## src/rtl/store_narrow_unit.sv

```systemverilog
// Store narrowing unit: positions a byte/half/word store onto a word-addressed
// write port with byte enables, splitting word-crossing stores into two beats.
module store_narrow_unit #(
    parameter int ADDR_W = 32
) (
    input  logic              clk,
    input  logic              rst_n,
    input  logic              req_valid,
    output logic              req_ready,
    input  logic [ADDR_W-1:0] req_addr,
    input  logic [31:0]       req_data,
    input  logic [1:0]        req_size,
    output logic              mem_wr_en,
    output logic [ADDR_W-1:0] mem_addr,
    output logic [31:0]       mem_wdata,
    output logic [3:0]        mem_be,
    input  logic              mem_ack,
    output logic              done,
    output logic              err
);

    typedef enum logic [2:0] {
        S_IDLE,
        S_WR0,
        S_WR1,
        S_FIN,
        S_ERR
    } state_t;

    state_t            state_q, state_d;
    logic              ready_q, ready_d;
    logic              wrEn_q, wrEn_d;
    logic [ADDR_W-1:0] memAddr_q, memAddr_d;
    logic [31:0]       wdata_q, wdata_d;
    logic [3:0]        be_q, be_d;
    logic              done_q, done_d;
    logic              err_q, err_d;
    logic [ADDR_W-1:0] b1Addr_q, b1Addr_d;
    logic [31:0]       b1Data_q, b1Data_d;
    logic [3:0]        b1Be_q, b1Be_d;

    logic [31:0]       sizeMask;
    logic [3:0]        laneMask;
    logic [63:0]       shiftData;
    logic [7:0]        shiftBe;
    logic [ADDR_W-1:0] baseAddr;

    // The second beat is precomputed at capture so only its lanes need storing.
    always_comb begin
        sizeMask = 32'h0;
        laneMask = 4'b0000;
        case (req_size)
            2'b00:   begin sizeMask = 32'h0000_00FF; laneMask = 4'b0001; end
            2'b01:   begin sizeMask = 32'h0000_FFFF; laneMask = 4'b0011; end
            2'b10:   begin sizeMask = 32'hFFFF_FFFF; laneMask = 4'b1111; end
            default: begin sizeMask = 32'h0;         laneMask = 4'b0000; end
        endcase
        shiftData = {32'h0, req_data & sizeMask} << {req_addr[1:0], 3'b000};
        shiftBe   = {4'b0000, laneMask} << req_addr[1:0];
        baseAddr  = {req_addr[ADDR_W-1:2], 2'b00};
    end

    always_comb begin
        state_d   = state_q;
        ready_d   = 1'b0;
        wrEn_d    = 1'b0;
        memAddr_d = '0;
        wdata_d   = 32'h0;
        be_d      = 4'b0000;
        done_d    = 1'b0;
        err_d     = 1'b0;
        b1Addr_d  = b1Addr_q;
        b1Data_d  = b1Data_q;
        b1Be_d    = b1Be_q;
        case (state_q)
            S_IDLE: begin
                ready_d = 1'b1;
                if (req_valid && ready_q) begin
                    ready_d = 1'b0;
                    if (req_size == 2'b11) begin
                        state_d = S_ERR;
                        done_d  = 1'b1;
                        err_d   = 1'b1;
                    end else begin
                        state_d   = S_WR0;
                        wrEn_d    = 1'b1;
                        memAddr_d = baseAddr;
                        wdata_d   = shiftData[31:0];
                        be_d      = shiftBe[3:0];
                        b1Addr_d  = baseAddr + ADDR_W'(4);
                        b1Data_d  = shiftData[63:32];
                        b1Be_d    = shiftBe[7:4];
                    end
                end
            end
            S_WR0: begin
                if (mem_ack && (b1Be_q != 4'b0000)) begin
                    state_d   = S_WR1;
                    wrEn_d    = 1'b1;
                    memAddr_d = b1Addr_q;
                    wdata_d   = b1Data_q;
                    be_d      = b1Be_q;
                end else if (mem_ack) begin
                    state_d = S_FIN;
                    done_d  = 1'b1;
                end else begin
                    wrEn_d    = 1'b1;
                    memAddr_d = memAddr_q;
                    wdata_d   = wdata_q;
                    be_d      = be_q;
                end
            end
            S_WR1: begin
                if (mem_ack) begin
                    state_d = S_FIN;
                    done_d  = 1'b1;
                end else begin
                    wrEn_d    = 1'b1;
                    memAddr_d = memAddr_q;
                    wdata_d   = wdata_q;
                    be_d      = be_q;
                end
            end
            S_FIN, S_ERR: begin
                state_d = S_IDLE;
                ready_d = 1'b1;
            end
            default: state_d = S_IDLE;
        endcase
    end

    always_ff @(posedge clk or negedge rst_n) begin
        if (!rst_n) begin
            state_q   <= S_IDLE;
            ready_q   <= 1'b0;
            wrEn_q    <= 1'b0;
            memAddr_q <= '0;
            wdata_q   <= 32'h0;
            be_q      <= 4'b0000;
            done_q    <= 1'b0;
            err_q     <= 1'b0;
            b1Addr_q  <= '0;
            b1Data_q  <= 32'h0;
            b1Be_q    <= 4'b0000;
        end else begin
            state_q   <= state_d;
            ready_q   <= ready_d;
            wrEn_q    <= wrEn_d;
            memAddr_q <= memAddr_d;
            wdata_q   <= wdata_d;
            be_q      <= be_d;
            done_q    <= done_d;
            err_q     <= err_d;
            b1Addr_q  <= b1Addr_d;
            b1Data_q  <= b1Data_d;
            b1Be_q    <= b1Be_d;
        end
    end

    assign req_ready = ready_q;
    assign mem_wr_en = wrEn_q;
    assign mem_addr  = memAddr_q;
    assign mem_wdata = wdata_q;
    assign mem_be    = be_q;
    assign done      = done_q;
    assign err       = err_q;

endmodule

```

## config.mk

```make
export PLATFORM = sky130hd
export DESIGN_NAME = store_narrow_unit
export DESIGN_NICKNAME = d
export VERILOG_FILES = /design/src/rtl/store_narrow_unit.sv
export SDC_FILE = /design/constraint.sdc
export NUM_CORES = 1
export LEC_CHECK = 0
export CAP_MARGIN = 30
export CORE_MARGIN = 3
export CORE_UTILIZATION = 55
export DETAILED_ROUTE_END_ITERATION = 16
export PLACE_DENSITY = 0.87
export REMOVE_ABC_BUFFERS = 1
export SKIP_LAST_GASP = 1
export SYNTH_ARGS = -nofsm -noshare
export SYNTH_HDL_FRONTEND = slang
export SYNTH_SLANG_ARGS = --single-unit
```

## constraint.sdc

```tcl
create_clock -name clk -period 4.52 [get_ports clk]
set_clock_uncertainty 0.05 [all_clocks]
set_input_delay 0.678 -clock clk [delete_from_list [all_inputs] [get_ports clk]]
set_output_delay 0.678 -clock clk [all_outputs]
set_load 0.01 [all_outputs]
```

Word level (Yosys, flattened, before mapping)
Index checks and enable logic that the tools add are counted.
{"block": "word_totals", "ff_bits": 143, "out_inout_bits": 72, "wordCells": 66}
{"block": "classes", "addsub": 1, "n_eq_ne": 8, "n_shift": 2, "n_mux": 35, "bitwise_logic": 2, "n_reduce_logical": 7}
{"cell": "$pmux W32 S3", "n": 3}
{"cell": "$mux W32", "n": 8}
{"cell": "$shl A32 B5 Y64", "n": 1}
{"cell": "$add A32 B3 Y32 const B", "n": 1}
{"cell": "$and A32 B32 Y32", "n": 1}
{"cell": "$pmux W4 S3", "n": 2}
{"cell": "$mux W4", "n": 4}
{"cell": "$mux W3", "n": 4}
{"cell": "$mux W1", "n": 10}
{"cell": "$pmux W3 S3", "n": 1}
{"cell": "$shl A4 B2 Y8", "n": 1}
{"cell": "$eq A3 B2 Y1 const B", "n": 2}
{"cell": "$pmux W1 S3", "n": 2}
{"cell": "$eq A2 B2 Y1 const B", "n": 2}
{"cell": "$reduce_bool A4 Y1", "n": 1}
{"cell": "$eq A3 B1 Y1 const B", "n": 1}
{"cell": "$eq A3 B3 Y1 const B", "n": 1}
{"cell": "$logic_not A3 Y1", "n": 1}
{"cell": "$reduce_and A3 Y1", "n": 1}
{"cell": "$eq A2 B1 Y1 const B", "n": 1}
{"cell": "$logic_and A1 B1 Y1", "n": 2}
{"cell": "$logic_not A2 Y1", "n": 1}
{"cell": "$ne A2 B2 Y1 const B", "n": 1}
{"cell": "$pmux W1 S2", "n": 1}
{"cell": "2 further kinds", "n": 2}

Longest topological paths before layout
{"block": "depth", "ltp_word": 7, "mapped_depth": 7, "depth_no_buf": 6}

Worst setup path before layout
No wires, ideal clock.
{"block": "synth_timing", "path_kind": "in2reg", "from": "input port req_addr[4]", "to": "register b1Addr_q[28]", "setup_ps": 82, "t_arrival_ps": 2185, "required_ps": 4388, "setup_slack_ps": 2204, "path_stages": 5, "n_path_buf": 1, "cell_sequence": "clkbuf_1 > nand3_1 > or4_4 > or4_1 > a31oi_1"}
{"block": "synth_between", "elab_chain_len": 1}
{"element": "start, declared", "line": "10", "rtl": "input logic [ADDR_W-1:0] req_addr,"}
{"element": "$add A32 B3 Y32", "line": "90", "rtl": "b1Addr_d = baseAddr + ADDR_W'(4);"}
{"element": "end signal, assigned", "line": "154", "rtl": "b1Addr_q <= b1Addr_d;"}
{"element": "end, declared", "line": "38", "rtl": "logic [ADDR_W-1:0] b1Addr_q, b1Addr_d;"}
No other way between the ends.
A chain may end at the register's enable or synchronous reset.

Worst setup path in the final report
{"block": "layout_timing", "from": "input port req_size[1]", "to": "register b1Data_q[1]"}
{"block": "layout_between", "elab_chain_len": 4}
{"element": "start, declared", "line": "12", "rtl": "input logic [1:0] req_size,"}
{"element": "$eq A2 B2 Y1 (tied with other cells)", "line": "52", "rtl": "case (req_size)"}
{"element": "$pmux W32 S3", "line": "52"}
{"element": "$and A32 B32 Y32", "line": "58", "rtl": "shiftData = {32'h0, req_data & sizeMask} << {req_addr[1:0], 3'b000};"}
{"element": "$shl A32 B5 Y64", "line": "58"}
{"element": "end signal, assigned", "line": "155", "rtl": "b1Data_q <= b1Data_d;"}
{"element": "end, declared", "line": "39", "rtl": "logic [31:0] b1Data_q, b1Data_d;"}
Several ways; a longest one is shown, not always the timed one.

==> impl_metrics.csv <==
group,metric,value,unit
status,status,"finished clean",
worst_setup_path,crit_path_cell_trace,"clkdlybuf4s50_1 -> ha_1 -> nand2_1 -> nor2_1 -> a2bb2oi_1 -> o21ai_0",
finish,area_delta_synth_final,31.26,%
routing,drt_iter0_markers,870,
sta,period_minus_slack,2.831,ns
finish,layout_commonest_cell,"clkdlybuf4s50_1",
sta,finalWorstSetupSlack,1.689,ns
global_route,grt_max_degree,60,
floorplan,start_util,57.41,%
global_route,first_global_vias,6424,
worst_setup_path,cp_num_buf_inv,1,
min_path,hp-class,"primary input to async pin",
worst_setup_path,worst_setup_path_end_kind,"register",
synthesis,synth_area_leaders,"dfrtp_1 (50%), o21ai_0 (5.9%), a222oi_1 (3.6%)",
cts,cts_sinks,132,
sta,max_freq,353.2,MHz
floorplan,ioPinCount,142,
pwr,vdd_drop_max,296.2,uV
synthesis,ys_seq_elements,132,
routing,drc,0,
finish,final_cell_mix,"clkdlybuf4s50_1 (139), dfrtp_1 (132), o21ai_0 (79)",
routing,route.vias.total,6516,
routing,finalWirelength,20.32,mm
routing,dr.pass1.iters,7,
synthesis,ys_seq_area_share,49.54,%
placed_design,gp_congestion,0.9732,
synthesis,syn-cell-area,6668,um^2
flow_run,cap_violations,0,
synthesis,synth_top_area_share,49.54,%
sta,rsz0062_at_grt,"no",
cts,root_buffer,"clkbuf_16",
pwr,leakage,0.003685,uW
finish,drive_gt1_share,8.024,%
placed_design,port-buffer-count,141,
sta,slew_headroom,29.66,%
worst_setup_path,criticalPathCategory,"primary input to register",
cts,cts_tree,"built",
floorplan,core-area,11610,um^2
synthesis,async_reset_ff_share,100.0,%
floorplan,die_area,13480,um^2
synthesis,synthCells,701,
cts,cts_setup_buffers,0,
worst_setup_path,cp_slowest_cell,"ha_1",
cts,hold_buffers,0,
sta,setup_viol,0,
synthesis,yosys_warnings,0,
finish,num-nets-final,896,
global_route,grtUsageTotal,31.12,%
floorplan,die_y,116.1,um
worst_setup_path,worstSetupStartpoint,"req_size[1]",
floorplan,num_rows,39,
routing,antenna_left,0,
global_route,grt_pass1_wl,32.70,mm
synthesis,synth-edff-count,0,
synthesis,postSynthAreaPerCell,9.512,um^2
pwr,p_total,4576,uW
sta,timing.final.crit_share,62.64,%
floorplan,die_x,116.1,um
cts,htree_levels,4,
synthesis,synthFlopType,"dfrtp_1",
routing,post_drt_wl_per_cell,20.78,um
routing,viasPerCell,6.663,
pwr,p_per_area,522.8,nW/um^2
worst_setup_path,path_max_fanout,23,
cts,clock_path_buffers,2,
placed_design,hpwl,13.64,mm
worst_setup_path,max_stage_delay,0.73,ns
worst_setup_path,cp.arrival,3.10,ns
worst_setup_path,r2r_start,"b1Be_q[2]",
worst_setup_path,cp.required,4.79,ns
worst_setup_path,critPathTopFamily,"simple AND/OR/NAND/NOR gates",
global_route,antenna_found_initial,0,
synthesis,yosysTopAreaCell,"dfrtp_1",
placed_design,place_ws,1.311,ns
sta,drv_slew,0,
sta,hold_viol_final,0,
global_route,grt.overflow.total,0,
finish,num_antenna_cells,0,
cts,path_clk_slew,0.06,ns
sta,worstMarginPinSlew,1.053,ns
worst_setup_path,worstSetupStartpointType,"primary input",
sta,holdWs,0.2497,ns
cts,numCtsBuffers,17,
finish,post-route-util,75.36,%
cts,clk_latency,0.41,ns
cts,cts_resized,0,
synthesis,synth_cell_types,53,
[metrics by stage]
step / cells / cell area [um^2] / setup TNS [ns]
after global placement: 945 / 8157 / 0
after detailed placement: 946 / 8172 / 0
after floorplan: 649 / 6461 / -3.847
final: 978 / 8752 / 0
after global routing: 978 / 8752 / 0
after CTS: 977 / 8747 / 0
[where the power goes]
part	total, uW	switching [uW]	internal (uW)
clock	1340	513	823
combinational	1440	810	631
sequential	1800	259	1540
[synthesized netlist by cell type, drive strengths merged (17+ instances only)]
cell type	number
a21oi	39
inv	31
a222oi	24
nor2	41
a22o	17
nand3	18
clkbuf	40
a31oi	26
o21ai	79
dfrtp	132
a22oi	23
nand2	58
[worst reg2reg max path, stage by stage, from the launching register on]
cell and delay (ns):
dfrtp_1 0.41, or3_1 0.60, and3_1 0.52, buf_4 0.35, a222oi_1 0.45, nor2_1 0.10
[cell families (layout without fill, tap and decap cells)]
group                      Yosys count  after routing  synth area share [%]
xor gates and xnor gates            15             15                 1.970
AOI/OAI and AO/OA                  239            239                 23.63
DFF                                132            132                 49.54
and+or+nand+nor                    218            218                 17.86
buffers and inverters               85            219                 4.954
adders and majority gates            3              3                0.5630
muxes                                9              9                 1.483
[layer usage]
metal  track usage [%]  share of wire (%)  vias up  wire length (um)
li1                  -                  -     2846                 -
met1             40.56                 39     3136              7946
met2             50.21                 48      459              9656
met3             6.788                 10       75              2063
met4             14.15                3.2        0               652
met5                 0                  0        -                 0
[state kept, by name, indices dropped and copies added, names as in the netlist]
signal,count
b1Be_q,3
mem_be,4
req_ready,1
mem_wr_en,1
done,1
b1Data_q,24
mem_wdata,32
mem_addr,32
err,1
b1Addr_q,30
state_q,3
[cell type report]
type                       count  area, um^2
multi-input combinational    484        3057
clock inverter                12       132.6
sequential                   132        3303
clock buffer                  19       442.9
fill                         784        2861
tap                          143       178.9
inverter                      33       123.9
timing repair buffer         155        1514
[worst paths after layout]
| check | cells past startpoint | to | slack (ns) |
|---|---|---|---|
| worst max-delay path | 6 | b1Data_q[1] | 1.69 |
| worst min-delay path | 1 | mem_addr[31] | 0.25 |
| worst max register to register | 5 | mem_wdata[6] | 1.88 |
| worst min register to register | 2 | b1Addr_q[14] | 0.43 |
| max in group asynchronous | 2 | b1Data_q[16] | 3.12 |
| min in group clk | 2 | b1Addr_q[14] | 0.43 |
(Power assumes the default switching activity.)
